### config.mk
export PLATFORM = sky130hd
export DESIGN_NAME = mezclador_bandas
export DESIGN_NICKNAME = d
export VERILOG_FILES = /design/src/rtl/mezclador_bandas_pkg.sv /design/src/rtl/mezclador_bandas_saturador.sv /design/src/rtl/mezclador_bandas.sv
export SDC_FILE = /design/constraint.sdc
export NUM_CORES = 2
export LEC_CHECK = 0
export ABC_AREA = 1
export BUFFER_PORTS_ARGS = -buffer_cell sky130_fd_sc_hd__buf_2
export CAP_MARGIN = 5
export CORE_MARGIN = 2
export CORE_UTILIZATION = 59
export CTS_CLUSTER_SIZE = 8
export DETAILED_ROUTE_END_ITERATION = 8
export PLACE_DENSITY = 0.79
export SETUP_SLACK_MARGIN = 0.2
export SYNTH_ARGS = -nofsm -noshare
export SYNTH_HDL_FRONTEND = slang
export SYNTH_HIERARCHICAL = 1
export SYNTH_SLANG_ARGS = --single-unit
### constraint.sdc
create_clock -name clock -period 15 [get_ports clock]
set_clock_uncertainty 0.2 [all_clocks]
set_input_delay 3 -clock clock [delete_from_list [all_inputs] [get_ports clock]]
set_output_delay 3 -clock clock [all_outputs]
set_load 0.005 [all_outputs]
### src/rtl/mezclador_bandas_pkg.sv
// Shared widths, FSM encodings and saturation limits for the equaliser mix stage
// and the output stage that reuses the clamp.
package mezclador_bandas_pkg;

  localparam int DECIM = 14;
  localparam int MAGN  = 8;
  localparam int N     = DECIM + MAGN + 1;
  localparam int PROD_W = 2 * N;
  localparam int ACC_W  = 2 * N + 2;

  localparam logic [N-1:0] SAT_MAX = 23'h3FFFFF;
  localparam logic [N-1:0] SAT_MIN = 23'h400000;

  // Clamp limits sign-extended to accumulator width
  localparam logic signed [ACC_W-1:0] ACC_MAX = {{(ACC_W-N+1){1'b0}}, {(N-1){1'b1}}};
  localparam logic signed [ACC_W-1:0] ACC_MIN = {{(ACC_W-N+1){1'b1}}, {(N-1){1'b0}}};

  typedef enum logic [2:0] {
    IDLE  = 3'd0,
    MAC_B = 3'd1,
    MAC_M = 3'd2,
    MAC_A = 3'd3,
    SAT   = 3'd4
  } estado_t;

endpackage

### src/rtl/mezclador_bandas_saturador.sv
// Combinational clamp of a wide signed accumulator into the N-bit sample range.
module saturador
  import mezclador_bandas_pkg::*;
(
  input  logic signed [ACC_W-1:0] acc_in,
  output logic        [N-1:0]     dato_sat
);

  always_comb begin
    if (acc_in > ACC_MAX)
      dato_sat = SAT_MAX;
    else if (acc_in < ACC_MIN)
      dato_sat = SAT_MIN;
    else
      dato_sat = acc_in[N-1:0];
  end

endmodule

### src/rtl/mezclador_bandas.sv
// Three-band gain/mix stage: one shared multiplier and accumulator step through
// bass, mid and treble, then the sum is clamped to the sample width.
//
// state | meaning
// IDLE  | waiting for sample_en; captures bands and gains
// MAC_B | accumulate bass product
// MAC_M | accumulate mid product
// MAC_A | accumulate treble product
// SAT   | clamp accumulator to dato_salida, pulse out_valid
module mezclador_bandas
  import mezclador_bandas_pkg::*;
(
  input  logic         clock,
  input  logic         reset,
  input  logic         sample_en,
  input  logic [N-1:0] band_b,
  input  logic [N-1:0] band_m,
  input  logic [N-1:0] band_a,
  input  logic [N-1:0] gain_b,
  input  logic [N-1:0] gain_m,
  input  logic [N-1:0] gain_a,
  input  logic         overrun_clr,
  output logic [N-1:0] dato_salida,
  output logic         out_valid,
  output logic         busy,
  output logic         overrun
);

  estado_t estado, estado_sig;

  logic [N-1:0] band_b_q, band_m_q, band_a_q;
  logic [N-1:0] gain_b_q, gain_m_q, gain_a_q;
  logic signed [ACC_W-1:0] acc;

  logic signed [N-1:0]      op_band, op_gain;
  logic signed [PROD_W-1:0] producto;
  logic signed [ACC_W-1:0]  prod_ext, termino;
  logic        [N-1:0]      dato_sat;
  logic captura, acumula, satura;

  always_ff @(posedge clock or posedge reset) begin
    if (reset) estado <= IDLE;
    else       estado <= estado_sig;
  end

  always_comb begin
    estado_sig = estado;
    captura    = 1'b0;
    acumula    = 1'b0;
    satura     = 1'b0;
    op_band    = '0;
    op_gain    = '0;
    case (estado)
      IDLE: begin
        if (sample_en) begin
          captura    = 1'b1;
          estado_sig = MAC_B;
        end
      end
      MAC_B: begin
        acumula    = 1'b1;
        op_band    = band_b_q;
        op_gain    = gain_b_q;
        estado_sig = MAC_M;
      end
      MAC_M: begin
        acumula    = 1'b1;
        op_band    = band_m_q;
        op_gain    = gain_m_q;
        estado_sig = MAC_A;
      end
      MAC_A: begin
        acumula    = 1'b1;
        op_band    = band_a_q;
        op_gain    = gain_a_q;
        estado_sig = SAT;
      end
      SAT: begin
        satura     = 1'b1;
        estado_sig = IDLE;
      end
      default: estado_sig = IDLE;
    endcase
  end

  // Sign-extend before the arithmetic shift so the floor truncation survives
  assign producto = op_band * op_gain;
  assign prod_ext = {{(ACC_W-PROD_W){producto[PROD_W-1]}}, producto};
  assign termino  = prod_ext >>> DECIM;

  saturador u_saturador (
    .acc_in   (acc),
    .dato_sat (dato_sat)
  );

  always_ff @(posedge clock or posedge reset) begin
    if (reset) begin
      band_b_q    <= '0;
      band_m_q    <= '0;
      band_a_q    <= '0;
      gain_b_q    <= '0;
      gain_m_q    <= '0;
      gain_a_q    <= '0;
      acc         <= '0;
      dato_salida <= '0;
      out_valid   <= 1'b0;
    end else begin
      out_valid <= satura;
      if (captura) begin
        band_b_q <= band_b;
        band_m_q <= band_m;
        band_a_q <= band_a;
        gain_b_q <= gain_b;
        gain_m_q <= gain_m;
        gain_a_q <= gain_a;
        acc      <= '0;
      end else if (acumula) begin
        acc <= acc + termino;
      end
      if (satura) dato_salida <= dato_sat;
    end
  end

  assign busy = (estado != IDLE);

  // Set has priority over clear on the same edge
  always_ff @(posedge clock or posedge reset) begin
    if (reset)                   overrun <= 1'b0;
    else if (sample_en && busy)  overrun <= 1'b1;
    else if (overrun_clr)        overrun <= 1'b0;
  end

endmodule
==> results.md <==
* Post-CTS Hold Buffers at 0
* Netlist Area Pre-Place at 33200 µm²
* Number of global-route vias before repair at 29719
* # Post-CTS Setup Buffers at 0
* # IOs at 168
* Startpoint Class: flop
* Post-synthesis cell count at 4423
* Largest net degree at the start of global routing at 102
* Setup crit end kind: flop
* Biggest area consumer among synthesized cells: fa_1
* Worst-Skew Late Latency at 0.60 ns
* Antenna diodes at 0
* Top cells by area, synth: fa_1, nand2_1, dfrtp_1
* Critical R2R Launch: estado[2]$_DFFE_PP0P_
* Initial antenna violation count at 0
* # fillers at 4764
* R2R Path End: acc[45]$_DFFE_PP0P_
* Post-CTS sizing at 0
* Ys Warns at 6
* Via count at 28535
* Hold WC Path Type: flop to flop
* Crit path kind: flop to flop
* DRT Wirelength at 92.2 mm
* Max FO, Critical Path at 27
* Synth unique cells at 48
* Sequential share of the synthesized area at 16.1%
* Crit-path slowest cell: nand3_1
* TritonCTS Sinks at 214
* FMAX at 87.7 MHz
* TritonCTS clock tree: built
* Endpoints failing hold at 0
* FF/Latch Area at 5360 µm²
* Max cap viols at 0
* Util after Layout at 64.2%
* Final GP Congestion at 0.990
* Layout cells sized above 1 at 6.65%
* Relative slew slack at 26.2%
* Worst Hold Launch: gain_a_q[16]$_DFFE_PP0P_
* Final min period at 11.40 ns
* Die Span Y at 241 µm
* Async set-reset flop share out of synthesis at 100%
* Rows at 86
* Core Area at 55400 µm²
* EDFF count, synth at 0
* Synth Area per Inst at 7.51 µm²
* First-pass GRT wire length at 153 mm
* Post-DP Area at 34800 µm²
* Crit path required time at 15.30 ns
* CTS Buf Count at 31
* Tcrit/Tclk final at 76.0%
* Total track usage at 33.6%
* CTS H-tree lvls at 1
* # DRC at 0
* Worst-path clk slew at 0.06 ns
* CTS Buffer Depth at 3
* Worst-margin pin slew at 1.11 ns
* Routed Antenna Nets at 0
* Final setup vio count at 0
* Post-layout instance area at 35600 µm²
* DIE WIDTH at 241 µm
* #FFs+latches synth at 214
* Synth Flop Type: dfrtp_1
* Hold Path End: gain_a_q[16]$_DFFE_PP0P_
* Nets at 5396
* Area delta synth->final at 7.12%
* Syn nets at 5299
* Starting density of the core at 60.0%
* Outcome: finished clean
* Synth cell count leaders: nand2_1, inv_1, fa_1, dfrtp_1, nor2_1
* 1st-pass router iterations at 6
* CTS root buf: clkbuf_16
* CP arrival at 11.70 ns
* Post-DP HPWL at 71.8 mm
* Multi-input gate area in the final layout at 23300 µm²
* Drt wl/cell at 17.5 µm
* Number of I/O port buffers at 167
* Cell repeated most along the worst path: nand2_1
* R2r setup slk at 3.60 ns
* Reg2Reg Depth at 36
* Top cell type's share of synthesized area at 34.0%
* Slowest cell delay on critical path at 0.82 ns
* Worst Hold Depth at 2
* Max-slew violation count at 0
* GRT overflow at 0
* Initial drt markers at 2320
* Vias per cell at 5.41
* RSZ-0062 raised after global routing: no
* Top-count cell post-synth: nand2_1
* Setup TNS at 0 ns
* Die ar. at 58200 µm²
## flip-flops by register name (all words and copies together), names as in the netlist
| register | count |
|---|---|
| acc | 48 |
| band_a_q | 23 |
| band_b_q | 23 |
| band_m_q | 23 |
| dato_salida | 23 |
| estado | 3 |
| gain_a_q | 23 |
| gain_b_q | 23 |
| gain_m_q | 23 |
| out_valid | 1 |
| overrun | 1 |
## cell families after synthesis
logic type	share of synthesized area (%)
DFF	16.1
and+or+nand+nor	21.9
AOI/OAI and AO/OA	6.63
xor gates and xnor gates	0.896
buffers and inverters	14.1
adders and majority gates	40.4
## cell usage in the layout (no fill, tap or decap), types with 14 or more instances in the layout
| cell | n |
|---|---|
| nor2_1 | 209 |
| a21oi_1 | 132 |
| ha_1 | 169 |
| nand3_1 | 94 |
| xor2_1 | 25 |
| o221ai_2 | 14 |
| nor3_1 | 21 |
| a31oi_1 | 17 |
| o21bai_1 | 16 |
| dfrtp_1 | 214 |
| buf_4 | 50 |
| nand2_1 | 1484 |
| buf_2 | 167 |
| clkbuf_16 | 31 |
| fa_1 | 565 |
| a21o_1 | 18 |
| o21ai_0 | 141 |
| nand4_1 | 15 |
| inv_1 | 1049 |
## per-layer routing
layer | GRT usage [%] | vias up | wire, µm
li1 | - | 13125 | -
met2 | 54.9 | 1184 | 43000
met1 | 44.8 | 13924 | 37400
met4 | 14.9 | 0 | 4590
met3 | 4.85 | 302 | 7210
met5 | 0 | - | 0
## per-stage QoR
step | hold WS [ns] | worst slack (ns) | cells
2_1_floorplan | 0.242 | 5.95 | 4423
5_1_grt | 0.287 | 2.78 | 5272
6_report | 0.268 | 3.60 | 5272
3_5_place_dp | 0.259 | 3.77 | 5235
4_1_cts | 0.271 | 3.69 | 5272
3_3_place_gp | 0.253 | 4.03 | 5235
## critical path, delay by kind of cell, from the launching register on
| family | cells | cell delay, ns |
|---|---|---|
| DFF | 1 | 0.54 |
| AOI/OAI and AO/OA | 6 | 1.41 |
| and+or+nand+nor | 17 | 3.59 |
| buffers and inverters | 4 | 0.92 |
| adders and majority gates | 9 | 4.59 |
## worst max-delay path by stage
stage / startpoint / end / slack [ns] / cells after the start
floorplan: reset / acc[0]$_DFFE_PP0P_ / 5.95 / 1
global placement: estado[2]$_DFFE_PP0P_ / acc[47]$_DFFE_PP0P_ / 4.03 / 40
detailed placement: estado[2]$_DFFE_PP0P_ / acc[47]$_DFFE_PP0P_ / 3.77 / 41
CTS: estado[2]$_DFFE_PP0P_ / acc[45]$_DFFE_PP0P_ / 3.69 / 38
global route: estado[2]$_DFFE_PP0P_ / acc[44]$_DFFE_PP0P_ / 2.78 / 40
finish: estado[2]$_DFFE_PP0P_ / acc[45]$_DFFE_PP0P_ / 3.60 / 36
## cell type report
cell class | count | area share [%]
clock buffers | 35 | 2.31
inverters | 1056 | 11.2
multi-input cells | 3000 | 65.4
flip-flops and latches | 214 | 15.0
well taps | 748 | 2.63
repair buffers | 217 | 3.40
clock inverters | 2 | 0.0703
Power is left out: the tool's default activity adds up to more than one toggle a clock period on the data nets, which glitch-free logic cannot reach.
